[src/rtl/mole_game_core_if.sv]
// Bundle of game-side signals between the button/tick sources and the Whac-A-Mole core.
// The master side drives enable, tick and buttons; the core (slave) drives display, score and pulses.
interface mole_game_core_if #(
    parameter int N_HOLES = 8,
    parameter int SCORE_W = 10
);
    logic               en;
    logic               tick;
    logic [N_HOLES-1:0] button;
    logic [N_HOLES-1:0] leds;
    logic [SCORE_W-1:0] score;
    logic [2:0]         lives;
    logic               hit;
    logic               miss;
    logic               game_over;

    modport master (
        output en, tick, button,
        input  leds, score, lives, hit, miss, game_over
    );

    modport slave (
        input  en, tick, button,
        output leds, score, lives, hit, miss, game_over
    );
endinterface

[src/rtl/mole_game_core.sv]
// Whac-A-Mole engine: random mole placement, per-mole lifetime, hit/miss judging,
// saturating score, lives and a difficulty ramp, all in one registered FSM.
module mole_game_core #(
    parameter int          N_HOLES    = 8,
    parameter int          SCORE_W    = 10,
    parameter int          SCORE_MAX  = 999,
    parameter int          LIVES      = 3,
    parameter int          MOLE_TICKS = 8,
    parameter int          MIN_TICKS  = 2,
    parameter int          GAP_TICKS  = 2,
    parameter int          LEVEL_STEP = 5,
    parameter logic [15:0] LFSR_SEED  = 16'hACE1
) (
    input logic             clk,
    input logic             rst_n,
    mole_game_core_if.slave bus
);
    localparam int          IDX_W     = (N_HOLES > 1) ? $clog2(N_HOLES) : 1;
    localparam int          TW        = 8;
    localparam int          CW        = 8;
    localparam logic [15:0] LFSR_TAPS = 16'hB400;

    typedef enum logic [2:0] {IDLE, SPAWN, UP, GAP, OVER} state_t;

    state_t             state_reg;
    logic [15:0]        lfsr_reg;
    logic [N_HOLES-1:0] button_q_reg;
    logic [N_HOLES-1:0] leds_reg;
    logic [SCORE_W-1:0] score_reg;
    logic [2:0]         lives_reg;
    logic               hit_reg;
    logic               miss_reg;
    logic               over_reg;
    logic [TW-1:0]      mole_time_reg;
    logic [TW-1:0]      timer_reg;
    logic [CW-1:0]      hit_cnt_reg;
    logic [IDX_W-1:0]   prev_reg;

    logic [N_HOLES-1:0] press;
    logic [IDX_W-1:0]   raw_idx;
    logic [IDX_W-1:0]   spawn_idx;
    logic               mole_hit;
    logic               lose_life;

    assign press     = bus.button & ~button_q_reg;
    assign mole_hit  = |(press & leds_reg);
    // A hit always wins over a simultaneous wrong press or expiring tick.
    assign lose_life = !mole_hit && ((|(press & ~leds_reg)) || (bus.tick && timer_reg == TW'(1)));

    always_comb begin
        raw_idx   = IDX_W'(32'(lfsr_reg[IDX_W-1:0]) % N_HOLES);
        spawn_idx = raw_idx;
        if (raw_idx == prev_reg) begin
            spawn_idx = (32'(raw_idx) == N_HOLES - 1) ? '0 : raw_idx + IDX_W'(1);
        end
    end

    always_ff @(posedge clk or negedge rst_n) begin
        if (!rst_n) begin
            state_reg     <= IDLE;
            lfsr_reg      <= LFSR_SEED;
            button_q_reg  <= '0;
            leds_reg      <= '0;
            score_reg     <= '0;
            lives_reg     <= 3'(LIVES);
            hit_reg       <= 1'b0;
            miss_reg      <= 1'b0;
            over_reg      <= 1'b0;
            mole_time_reg <= TW'(MOLE_TICKS);
            timer_reg     <= '0;
            hit_cnt_reg   <= '0;
            prev_reg      <= '0;
        end else begin
            // The LFSR free-runs so mole placement depends on player timing.
            lfsr_reg     <= {1'b0, lfsr_reg[15:1]} ^ (lfsr_reg[0] ? LFSR_TAPS : 16'h0000);
            button_q_reg <= bus.button;
            hit_reg      <= 1'b0;
            miss_reg     <= 1'b0;
            case (state_reg)
                IDLE: begin
                    leds_reg <= '0;
                    over_reg <= 1'b0;
                    if (bus.en) begin
                        score_reg     <= '0;
                        lives_reg     <= 3'(LIVES);
                        mole_time_reg <= TW'(MOLE_TICKS);
                        hit_cnt_reg   <= '0;
                        state_reg     <= SPAWN;
                    end
                end
                SPAWN: begin
                    if (!bus.en) begin
                        leds_reg  <= '0;
                        state_reg <= IDLE;
                    end else begin
                        leds_reg  <= N_HOLES'(1) << spawn_idx;
                        prev_reg  <= spawn_idx;
                        timer_reg <= mole_time_reg;
                        state_reg <= UP;
                    end
                end
                UP: begin
                    if (!bus.en) begin
                        leds_reg  <= '0;
                        state_reg <= IDLE;
                    end else if (mole_hit) begin
                        hit_reg   <= 1'b1;
                        leds_reg  <= '0;
                        timer_reg <= TW'(GAP_TICKS);
                        state_reg <= GAP;
                        if (score_reg < SCORE_W'(SCORE_MAX)) begin
                            score_reg <= score_reg + SCORE_W'(1);
                        end
                        if (hit_cnt_reg == CW'(LEVEL_STEP - 1)) begin
                            hit_cnt_reg <= '0;
                            if (mole_time_reg > TW'(MIN_TICKS)) begin
                                mole_time_reg <= mole_time_reg - TW'(1);
                            end
                        end else begin
                            hit_cnt_reg <= hit_cnt_reg + CW'(1);
                        end
                    end else if (lose_life) begin
                        miss_reg  <= 1'b1;
                        lives_reg <= lives_reg - 3'd1;
                        if (lives_reg == 3'd1) begin
                            leds_reg  <= '1;
                            over_reg  <= 1'b1;
                            state_reg <= OVER;
                        end else begin
                            leds_reg  <= '0;
                            timer_reg <= TW'(GAP_TICKS);
                            state_reg <= GAP;
                        end
                    end else if (bus.tick) begin
                        timer_reg <= timer_reg - TW'(1);
                    end
                end
                GAP: begin
                    leds_reg <= '0;
                    if (!bus.en) begin
                        state_reg <= IDLE;
                    end else if (bus.tick) begin
                        if (timer_reg <= TW'(1)) begin
                            state_reg <= SPAWN;
                        end else begin
                            timer_reg <= timer_reg - TW'(1);
                        end
                    end
                end
                OVER: begin
                    leds_reg <= '1;
                    over_reg <= 1'b1;
                    if (!bus.en) begin
                        leds_reg  <= '0;
                        over_reg  <= 1'b0;
                        state_reg <= IDLE;
                    end
                end
                default: state_reg <= IDLE;
            endcase
        end
    end

    assign bus.leds      = leds_reg;
    assign bus.score     = score_reg;
    assign bus.lives     = lives_reg;
    assign bus.hit       = hit_reg;
    assign bus.miss      = miss_reg;
    assign bus.game_over = over_reg;
endmodule

[src/flat_wrapper.sv]
// flat-port wrapper written by rule: the top's interface ports become plain ports
module mole_game_core_flat 
#(
    parameter int          N_HOLES    = 8,
    parameter int          SCORE_W    = 10,
    parameter int          SCORE_MAX  = 999,
    parameter int          LIVES      = 3,
    parameter int          MOLE_TICKS = 8,
    parameter int          MIN_TICKS  = 2,
    parameter int          GAP_TICKS  = 2,
    parameter int          LEVEL_STEP = 5,
    parameter logic [15:0] LFSR_SEED  = 16'hACE1
)
  (clk, rst_n, bus_en, bus_tick, bus_button, bus_leds, bus_score, bus_lives, bus_hit, bus_miss, bus_game_over);
  mole_game_core_if #(.N_HOLES(N_HOLES), .SCORE_W(SCORE_W)) bus_i ();
  input logic clk;
  input logic rst_n;
  input wire logic [$bits(bus_i.en)-1:0] bus_en;
  input wire logic [$bits(bus_i.tick)-1:0] bus_tick;
  input wire logic [$bits(bus_i.button)-1:0] bus_button;
  output wire logic [$bits(bus_i.leds)-1:0] bus_leds;
  output wire logic [$bits(bus_i.score)-1:0] bus_score;
  output wire logic [$bits(bus_i.lives)-1:0] bus_lives;
  output wire logic [$bits(bus_i.hit)-1:0] bus_hit;
  output wire logic [$bits(bus_i.miss)-1:0] bus_miss;
  output wire logic [$bits(bus_i.game_over)-1:0] bus_game_over;
  assign bus_i.en = bus_en;
  assign bus_i.tick = bus_tick;
  assign bus_i.button = bus_button;
  assign bus_leds = bus_i.leds;
  assign bus_score = bus_i.score;
  assign bus_lives = bus_i.lives;
  assign bus_hit = bus_i.hit;
  assign bus_miss = bus_i.miss;
  assign bus_game_over = bus_i.game_over;
  mole_game_core #(.N_HOLES(N_HOLES), .SCORE_W(SCORE_W), .SCORE_MAX(SCORE_MAX), .LIVES(LIVES), .MOLE_TICKS(MOLE_TICKS), .MIN_TICKS(MIN_TICKS), .GAP_TICKS(GAP_TICKS), .LEVEL_STEP(LEVEL_STEP), .LFSR_SEED(LFSR_SEED)) u_core (.clk(clk), .rst_n(rst_n), .bus(bus_i));
endmodule
[config.mk]
export PLATFORM = sky130hd
export DESIGN_NAME = mole_game_core_flat
export DESIGN_NICKNAME = d
export VERILOG_FILES = /design/src/rtl/mole_game_core_if.sv /design/src/rtl/mole_game_core.sv /design/src/flat_wrapper.sv
export SDC_FILE = /design/constraint.sdc
export NUM_CORES = 1
export LEC_CHECK = 0
export BUFFER_PORTS_ARGS = -buffer_cell sky130_fd_sc_hd__buf_4
export CAP_MARGIN = 20
export CORE_MARGIN = 2
export CORE_UTILIZATION = 55
export CTS_BUF_LIST = sky130_fd_sc_hd__clkbuf_8
export DETAILED_ROUTE_END_ITERATION = 7
export PLACE_DENSITY = 0.78
export SLEW_MARGIN = 20
export SYNTH_ARGS = -nofsm -noshare
export SYNTH_HDL_FRONTEND = slang
export SYNTH_SLANG_ARGS = --single-unit
export TNS_END_PERCENT = 1
[constraint.sdc]
create_clock -name clk -period 2.8 [get_ports clk]
set_input_delay 0.14 -clock clk [delete_from_list [all_inputs] [get_ports clk]]
set_output_delay 0.14 -clock clk [all_outputs]
set_load 0.03 [all_outputs]
After elaboration in Yosys (flattened, before gate mapping)
Index checks and enable logic that the tools add are counted.
- register bits after elaboration: 78
- bits in latches: 0
- memory bits (writable): 0
- ROM bits: 0
- input port bits: 12
- output and inout port bits: 24
- word-level logic and storage cells: 143
- memories: 0
- add/subtract/negate cells: 6
- multiply operators: 0
- divide/modulo/power cells: 0
- magnitude comparators: 3
- eq/ne operators: 28
- shifts and indexed selects: 1
- multiplexer cells: 65
- bitwise logic cells: 6
- reductions and logical operators: 21
- operator list (operator ; number):
    2-to-1 mux 8 bit ; 24
    2-to-1 mux 3 bit ; 15
    2-to-1 mux 10 bit ; 4
    one-hot mux 8 bit (2 select lines) ; 2
    one-hot mux 8 bit (4 select lines) ; 1
    AND 8 bit ; 3
    one-hot mux 8 bit (3 select lines) ; 1
    one-hot mux 10 bit (2 select lines) ; 1
    AND reduction 5 bit ; 4
    2-to-1 mux 16 bit ; 1
    != test 2 bit (second input constant) ; 8
    inverter 8 bit ; 2
    OR reduction 8 bit ; 2
    subtractor 8 x 1 -> 8 bit (second input constant) ; 2
    bitwise XOR 15 x 16 -> 16 bit ; 1
    one-hot mux 3 bit (5 select lines) ; 1
    2-to-1 mux 1 bit ; 12
    != test 2 x 1 -> 1 bit (second input constant) ; 6
    adder 10 x 1 -> 10 bit (second input constant) ; 1
    < comparator 10 bit (second input constant) ; 1
    adder 8 x 1 -> 8 bit (second input constant) ; 1
    == test 8 x 1 -> 1 bit (second input constant) ; 1
    == test 8 x 3 -> 1 bit (second input constant) ; 1
    greater-than comparator 8 x 2 -> 1 bit (second input constant) ; 1
    27 further kinds ; 34

Logic depth before layout (Yosys ltp)
Gate-level depths: netlist of run 1.
- word-level depth: 10
- depth in mapped cells: 9
- depth with buffers taken out: 8

Worst setup path after synthesis of run 1
OpenSTA, ideal clock, no wires.
- path type: reg-to-reg
- from: reg u_core.leds_reg[5] (netlist: u_core.bus.leds[5])
- to: reg u_core.timer_reg[6]
- setup time: 0.121 ns
- data arrival time: 2.021 ns
- data required time: 2.679 ns
- slack: 0.658 ns
- stages on the path, launching flop included: 8
- clock period less this slack: 2.142 ns
- cells stage by stage: dfrtp_1 nand3b_1 nand4_1 nor2_1 a31oi_2 and2_4 buf_6 a22o_1
- longest elaborated chain between the ends: 9
- RTL lines (what ; RTL line ; RTL):
    start, declared ; mole_game_core.sv:28 ; logic [N_HOLES-1:0] leds_reg;
    start signal, assigned ; mole_game_core.sv:96 ; leds_reg <= N_HOLES'(1) << spawn_idx;
    inverter 8 bit ; mole_game_core.sv:48 ; assign lose_life = !mole_hit && ((|(press & ~leds_reg)) || (bus.tick && timer_reg == TW'(1)));
    AND 8 bit ; mole_game_core.sv:48 ;
    OR reduction 8 bit ; mole_game_core.sv:48 ;
    logical OR 1 bit ; mole_game_core.sv:48 ;
    logical AND 1 bit ; mole_game_core.sv:48 ;
    2-to-1 mux 8 bit ; mole_game_core.sv:122 ; end else if (lose_life) begin
    2-to-1 mux 8 bit ; mole_game_core.sv:106 ; end else if (mole_hit) begin
    2-to-1 mux 8 bit ; mole_game_core.sv:103 ; if (!bus.en) begin
    one-hot mux 8 bit (3 select lines) ; mole_game_core.sv:79 ; case (state_reg)
    end signal, assigned ; mole_game_core.sv:109 ; timer_reg <= TW'(GAP_TICKS);
    end signal, assigned ; mole_game_core.sv:131 ; timer_reg <= TW'(GAP_TICKS);
    end signal, assigned ; mole_game_core.sv:135 ; timer_reg <= timer_reg - TW'(1);
    end, declared ; mole_game_core.sv:35 ; logic [TW-1:0] timer_reg;
Parallel ways exist; a longest one is shown, timed or not. The select of a mux whose other input is x is not followed.
A chain may end at the register's enable or synchronous reset.

Worst setup path in the final report of run 1
- from: reg u_core.timer_reg[0]
- to: reg u_core.timer_reg[4]
- longest elaborated chain between the ends: 8
- RTL lines (what ; RTL line ; RTL):
    start signal, assigned ; mole_game_core.sv:98 ; timer_reg <= mole_time_reg;
    start signal, assigned ; mole_game_core.sv:109 ;
    start signal, assigned ; mole_game_core.sv:131 ;
    parallel branches: the longest is 8 deep, another holds subtractor 8 x 1 -> 8 bit ; - ;
Parallel ways; which one is timed is not known. The select of a mux whose other input is x is not followed.

==> results of run 1 <==
-- worst max-delay path, cell delays in order (launching register included) --
cell and delay [ns]:
sky130_fd_sc_hd__dfrtp_1 0.44, sky130_fd_sc_hd__inv_1 0.10, sky130_fd_sc_hd__ha_1 0.26, sky130_fd_sc_hd__nor2_1 0.17, sky130_fd_sc_hd__o31ai_1 0.09, sky130_fd_sc_hd__a311o_1 0.39, sky130_fd_sc_hd__a31oi_2 0.39, sky130_fd_sc_hd__o311ai_0 0.24
sky130_fd_sc_hd__a22o_1 0.27
-- power by group --
part,leakage [nW],switching [W],internal [W]
sequential,1.01,0.000168,0.00127
combinational,0.961,0.000519,0.000362
clock,0.0974,0.000487,0.000351
-- final cells by class --
| cell class | instances | area share |
|---|---|---|
| Inverter | 12 | 0.009680 |
| Sequential cell | 78 | 0.4224 |
| Clock buffer | 9 | 0.02662 |
| Clock inverter | 7 | 0.01560 |
| Timing Repair Buffer | 48 | 0.08228 |
| Tap cell | 99 | 0.02662 |
| Multi-Input combinational cell | 282 | 0.4168 |
-- worst min-delay path by stage --
stage / start / end
4_1_cts: bus_en / u_core.bus.hit
3_5_place_dp: bus_button[5] / u_core.button_q_reg[5]
2_1_floorplan: rst_n / u_core.bus.game_over
5_1_grt: bus_en / u_core.bus.hit
3_3_place_gp: bus_button[6] / u_core.button_q_reg[6]
6_report: bus_en / u_core.bus.hit
-- per-layer routing --
metal | vias to the layer above | wire length (um) | GRT usage
li1 | 1502 | - | -
met1 | 1530 | 4009 | 0.3222
met2 | 78 | 4042 | 0.3643
met3 | 12 | 316 | 0.05027
met4 | 0 | 129 | 0.08141
met5 | - | 0 | 0
-- what timing repair did --
action,CTS,global route
endpoints found under the setup margin,0,0
endpoints found under the hold margin,75,0
setup buffers,0,0
hold buffers,9,0
-- cell families (layout without fill, tap and decap cells) --
family / count (synthesis) / in the layout / synth area share
AO/OA/AOI/OAI: 79 / 79 / 0.1535
XOR/XNOR: 18 / 18 / 0.03907
adder cells (fa/ha/maj): 11 / 11 / 0.03411
buffers and inverters: 23 / 76 / 0.03225
flip-flops: 78 / 78 / 0.4871
multiplexers: 7 / 7 / 0.01829
AND/OR/NAND/NOR: 167 / 167 / 0.2357
-- through the flow --
| step | power, W | area, um2 | cells | utilization |
|---|---|---|---|---|
| 3_5_place_dp | 0.002310 | 4367 | 510 | 0.6085 |
| 4_1_cts | 0.003167 | 4653 | 535 | 0.6485 |
| 3_3_place_gp | 0.002269 | 4367 | 510 | 0.6085 |
| 2_1_floorplan | 0.002082 | 4035 | 383 | - |
| 6_report | 0.003155 | 4653 | 535 | 0.6485 |
| 5_1_grt | 0.003363 | 4653 | 535 | 0.6485 |
-- synth_stat cells (all sizes together) (7+ instances only) --
cell and instances:
dfrtp 67, nand3b 8, a21oi 7, nor3b 9
dfstp 11, nor2 40, nand3 17, nand2 36
o22a 8, ha 11, nor4 17, xnor2 10
inv 12, o21ai 22, xor2 8, nor3 9
==> results by stage, run 1 <==
Yosys:
- Synthesis produced a netlist whose cell count is about 380.
- The Yosys step of the flow raised 0 warnings.
- The count of different cell masters after synthesis is 66.
- The post-synth design cell area is approximately 0.0040 mm2.
- Sorting the synthesized cells by area gives the leading types as sky130_fd_sc_hd__dfrtp_1 42%, sky130_fd_sc_hd__dfstp_2 7.2%, sky130_fd_sc_hd__nor2_1 3.7%.
- The post-synthesis cell type with the largest combined area is sky130_fd_sc_hd__dfrtp_1.
- The post-synthesis net count is around 410.
- The mean area per synthesized cell is approximately 11 um2.
- The sequential share of the synthesized area is 0.4871.
- The proportion of netlist area held by the largest area contributor is 0.4155.
- The number of flops mapped to enable cells by yosys is 0.
- The share of synthesized flip-flops with an asynchronous set or reset is 1.000.
- In this run, synthesis produced a sequential element count of approximately 80.
- Among all flip-flop cells after synthesis, the most frequent one is sky130_fd_sc_hd__dfrtp_1.

Routing:
- Detailed routing inserted a total of about 3100 vias.
- The routed design has 8498 um of wire.
- The violation count after the first detailed-route iteration is between 300 and 400.
- The number of routed nets with antenna violations is 0.
- The via count normalized by instance count is just under 6.
- Before antenna repair, the detailed router went through 4 iterations.
- After detailed routing, the average wire length per cell comes to about 16 um.
- The DRC violation count after routing is 0.

Finish:
- Counting the fill cells in the layout gives 562.
- The area growth from synthesis to layout is 15.32%.
- The number of diodes is 0.
- Registers take ~0.0020 mm2.
- The library cells used most frequently in the layout, excluding fill and tap cells, are 67 x sky130_fd_sc_hd__dfrtp_1, 40 x sky130_fd_sc_hd__nor2_1, 39 x sky130_fd_sc_hd__buf_4.
- The multi-input combinational cell area is about 0.0019 mm2.
- The net count reported at finish is between 400 and 500.
- The share of layout cells above drive strength 1 is 0.2064.
- The library cell used most frequently in the layout, excluding fill and tap cells, is sky130_fd_sc_hd__dfrtp_1.
- The register with the most flip-flops in the layout has 16 of them.

Setup path:
- Data on the critical path arrives at its endpoint at ~2.7 ns.
- The first element of the critical path is u_core.timer_reg[0].
- STA classifies the critical path startpoint as a flop.
- The endpoint identified for the worst register-to-register timing path is u_core.timer_reg[4].
- The required time reported for the critical path endpoint is ~3.1 ns.
- The worst reg2reg path depth is 8.
- The worst register-to-register path has a setup slack of between 0.3 and 0.4 ns.
- The maximum fanout encountered on the critical timing path is 8.
- The endpoint of the worst setup timing path is u_core.timer_reg[4].
- The nature of the critical path endpoint is a flop.
- The category of the most critical setup path is reg2reg.
- The worst register-to-register path begins at u_core.timer_reg[0].

Clocking:
- The root buffer cell chosen for the clock tree is sky130_fd_sc_hd__clkbuf_8.
- The post-cts resize count is 0.
- The clock sink total is 78.
- No sink is reached through more buffers than the 2 on the longest clock path.
- The number of CTS-inserted buffers is 9.
- The clock-pin slew on the worst setup and hold paths is approximately 0.10 ns.
- The depth of the CTS H-tree is 3.
- The later pin in the worst-skew pair is clocked with a latency of approximately 0.36 ns.
- TritonCTS built the clock tree.

Die:
- The die area is ~0.0080 mm2.
- After floorplanning, the core was divided into 31 placement rows.
- The die height is 89.66 um.
- After floorplanning, the core was sized to cover between 0.007 and 0.008 mm2.
- During I/O placement, the number of pins put on the boundary was 36.
- The horizontal die dimension is approximately 90 um.
- The effective utilization at floorplan is 0.5623.

STA:
- Counting I/O delays and the setup requirement, the final critical path takes roughly 2.5 ns.
- The total count of hold-check failures in the final report is 0.
- The max-slew violation count came to 0.
- At the pin with the least slew margin, the transition time is 0.9635 ns.
- The slack of the critical path is 0.3438 ns.
- The clock arrives with about 0.012 ns of skew.
- Setup violations remaining at the end of the flow were counted as 0.
- For this run, the top clock speed supported by timing is around 0.41 GHz.
- In this run the tightest slew margin relative to its limit is 0.3576.
- Setup repair after global routing left no endpoint under its margin.
- The final total negative setup slack is 0 ns.
- The final-layout worst hold slack is approximately 0.093 ns.
- Dividing the final minimum period by the clock period gives 0.8772.

Hold path:
- The min-delay analysis places its worst path in the category in2reg.
- The cell count of the worst hold path is 3.

Placement:
- The HPWL after detailed placement is just under 6000 um.
- At the end of routability-driven placement, the weighted congestion stood at ~0.86.
- The worst slack after detailed placement is 0.4380 ns.
- The number of port buffers is 35.

GRT:
- The first global-routing pass estimated 14260 um of wire.
- The via count of the first global-routing pass is roughly 3000.
- The pin count of the biggest net entering global routing is 79.
- The global route total overflow is 0.
- In the global route stage, overall resource usage came out at 0.2326.
- The initial antenna violation count is 0.

Power and ir drop:
- The power per cell area is approximately 680 mW/mm2.
- The maximum ir drop on the vdd rail is between 0.0003 and 0.0004 V.
- The cell leakage power is ~2.1 nW.

Run:
- The number of maximum-capacitance violations is 0.

Status:
- The flow ran to the end, and the final reports show no timing, DRC or antenna violations.
(Power assumes the default switching activity.)
==> inputs of run 2 (changes only) <==
--- a/config.mk
+++ b/config.mk
@@ -8,10 +8,11 @@
 export BUFFER_PORTS_ARGS = -buffer_cell sky130_fd_sc_hd__buf_4
 export CAP_MARGIN = 20
 export CORE_MARGIN = 2
-export CORE_UTILIZATION = 55
+export CORE_UTILIZATION = 39
 export CTS_BUF_LIST = sky130_fd_sc_hd__clkbuf_8
 export DETAILED_ROUTE_END_ITERATION = 7
-export PLACE_DENSITY = 0.78
+export GPL_TIMING_DRIVEN = 0
+export PLACE_DENSITY = 0.59
 export SLEW_MARGIN = 20
 export SYNTH_ARGS = -nofsm -noshare
 export SYNTH_HDL_FRONTEND = slang
==> results by stage, run 2 (synthesis results as in run 1) <==
Finish:
- The net count reported at finish came to 461 (+1.5%).
- The number of flip-flops under the largest register name is 16 (unchanged).
- The leading cell type in the layout, fill and taps excluded is sky130_fd_sc_hd__dfrtp_1.
- The share of layout cells above drive strength 1 came to 0.1986 (-0.007776).
- In the layout the commonest cells are 67 x sky130_fd_sc_hd__dfrtp_1, 40 x sky130_fd_sc_hd__nor2_1, 36 x sky130_fd_sc_hd__nand2_1.
- The area growth from synthesis to final layout is 17.61%.
- The number of diodes is 0 (unchanged).

STA:
- The final clock skew is 0.01049 ns (-0.001145 ns).
- The worst slew margin relative to its limit is 0.3472 (-0.01047).
- The final clock period utilization by the worst path is 0.9028 (+0.02565).
- The final total negative setup slack is 0 ns (unchanged).
- The final-layout worst hold slack is 0.1155 ns (+0.02210 ns).
- Setup repair after global routing left no endpoint under its margin.
- The measured slew at the worst slew-check pin came to 0.9792 ns (+0.01571 ns).
- The total count of hold-check failures in the final report was 0 (unchanged).
- The final count of negative-setup-slack endpoints is 0 (unchanged).
- The post-route minimum period is 2.528 ns (+0.07181 ns).
- The max-slew violation count is 0 (unchanged).
- The fmax is 0.3956 GHz (-2.8%).

Routing:
- The DRC violation count after routing is 0 (unchanged).
- The number of routed nets with antenna violations is 0 (unchanged).
- The number of detailed-routing iterations run before antenna repair is 4 (unchanged).
- The routed via count is 3103 (-0.61%).
- The violation count after the first detailed-route iteration is 206 (-34%).
- The final wirelength is 8860 um (+4.3%).
- The average wire per standard cell is 15.30 um (-3.7%).
- The via count normalized by instance count is 5.359 (-8.2%).

GRT:
- The via count of the first global-routing pass is 3073 (+2.6%).
- The global route total overflow is 0 (unchanged).
- The met3 track demand over resource in global routing was 0.04082 (-0.009458).
- The met1 track demand over resource is 0.2213 (-0.1008).
- met2 is the most crowded layer.
- The global-route met2 utilization is 0.2742 (-0.09011).
- The initial antenna violation count is 0 (unchanged).
- The pin count of the biggest net entering global routing is 79 (unchanged).
- The global-route usage over all layers is 0.1693 (-0.06329).
- The wire length of the first global-routing pass was 15000 um (+5.2%).

Power and ir drop:
- The power per cell area was 656.2 mW/mm2 (-3.2%).
- The maximum ir drop on the vdd rail is 0.0003200 V (+3.7%).
- The cell leakage power is 2.089 nW (+0.99%).

Clocking:
- The depth of the CTS H-tree is 3 (unchanged).
- The number of buffers inserted to repair setup after CTS is 0 (unchanged).
- The post-cts resize count is 0 (unchanged).
- The clock-pin slew on the worst setup and hold paths came to 0.08 ns (-0.02 ns).
- The number of CTS-inserted buffers was 9 (unchanged).
- The clock latency reported for the late side of the worst-skew pair was 0.36 ns (about the same).
- The number of buffers on the longest clock path came to 2 (unchanged).
- The clock root buffer master is sky130_fd_sc_hd__clkbuf_8.
- TritonCTS built the clock tree.
- The clock sink total came to 78 (unchanged).

Hold path:
- The path class of the tightest hold or removal check is in2reg.
- The source of the worst hold timing path is bus_en.

Setup path:
- The required time reported for the critical path endpoint is 3.05 ns (about the same).
- The category of the most critical setup path is reg2reg.
- The nature of the critical path endpoint is a flop.
- The maximum fanout encountered on the critical timing path is 8 (unchanged).
- Tracing the worst setup path back leads to its startpoint at u_core.bus.leds[7].
- The data arrival time of the critical path is 2.78 ns (+0.08 ns).
- The worst reg2reg path startpoint is u_core.bus.leds[7].
- STA classifies the critical path startpoint as a flop.

Placement:
- The placed wire-length estimate after detailed placement is 6202 um (+7.4%).
- The final RePlAce weighted congestion is 0.8548 (-0.26%).
- The number of port buffers is 35 (unchanged).

Run:
- The number of maximum-capacitance violations is 0 (unchanged).

Die:
- The number of core rows is 37 (+19%).
- The effective utilization at floorplan is 0.3962 (-0.1661).
- The total I/O pin count is 36 (unchanged).
- The horizontal die dimension is 105.7 um (+18%).
- The placeable core area came to 0.01018 mm2 (+42%).
- The die area is 0.01118 mm2 (+39%).
- The die height is 105.7 um (+18%).

Status:
- The run finished with clean final reports.
[run 2: cell count changes in the layout (fill, tap and decap cells not counted), sizes merged]
cell         previous run  this run
clkinvlp                1         2
clkinv                  1         0
dlygate4sd1             0         1
clkbuf                  9        18
inv                    17        14
[run 2: power by group]
group / switching [W] / internal (W)
Clock: 0.000399 / 0.000388
Sequential: 0.000148 / 0.00127
Combinational: 0.000532 / 0.000377
[run 2: per-layer routing]
| metal | wire length [um] | vias to the layer above | part of all wire |
|---|---|---|---|
| li1 | - | 1516 | - |
| met1 | 4044 | 1521 | 0.46 |
| met5 | 0 | - | 0 |
| met4 | 136 | 0 | 0.015 |
| met3 | 374 | 13 | 0.042 |
| met2 | 4304 | 53 | 0.49 |
[run 2: layout make-up]
type | instances | area (um2)
Clock buffer | 12 | 165.2
Buffer | 11 | 85.08
Tap cell | 136 | 170.2
Fill cell | 975 | 5439
Inverter | 12 | 45.04
Sequential cell | 78 | 1966
Timing Repair Buffer | 44 | 352.8
Clock inverter | 4 | 22.52
Multi-Input combinational cell | 282 | 1939
[run 2: timing repair]
action	in CTS	in global routing
hold buffers	9	0
setup endpoints to repair	0	0
hold endpoints to repair	75	0
[run 2: stage by stage]
stage                       util  worst slack, ns  std cells  cell area [um2]  total power (W)
after floorplan                -           0.6576        383             4035         0.002082
after global placement    0.4387           0.2982        554             4468         0.002319
after CTS                 0.4660           0.2916        579             4746         0.003148
after global routing      0.4660          0.07127        579             4746         0.003323
final                     0.4660           0.2720        579             4746         0.003114
after detailed placement  0.4387           0.2879        554             4468         0.002333
[run 2: worst paths after layout]
path / to / slack, ns / cells after the start
setup / recovery: u_core.timer_reg[6] / 0.27 / 7
hold / removal: u_core.bus.hit / 0.12 / 3
setup reg to reg: u_core.timer_reg[6] / 0.27 / 7
hold reg to reg: u_core.lfsr_reg[3] / 0.35 / 0
max in group asynchronous: u_core.lfsr_reg[9] / 1.69 / 2
min in group asynchronous: u_core.bus.miss / 0.48 / 2
[run 2: worst max-delay path, cell delays in order, from the launching register on]
cell and delay [ns]:
sky130_fd_sc_hd__dfrtp_1 0.43, sky130_fd_sc_hd__nand3b_1 0.13, sky130_fd_sc_hd__nand4_1 0.32, sky130_fd_sc_hd__nor2_1 0.61
sky130_fd_sc_hd__a31oi_2 0.33, sky130_fd_sc_hd__and2_4 0.27, sky130_fd_sc_hd__buf_6 0.13, sky130_fd_sc_hd__a22o_1 0.20
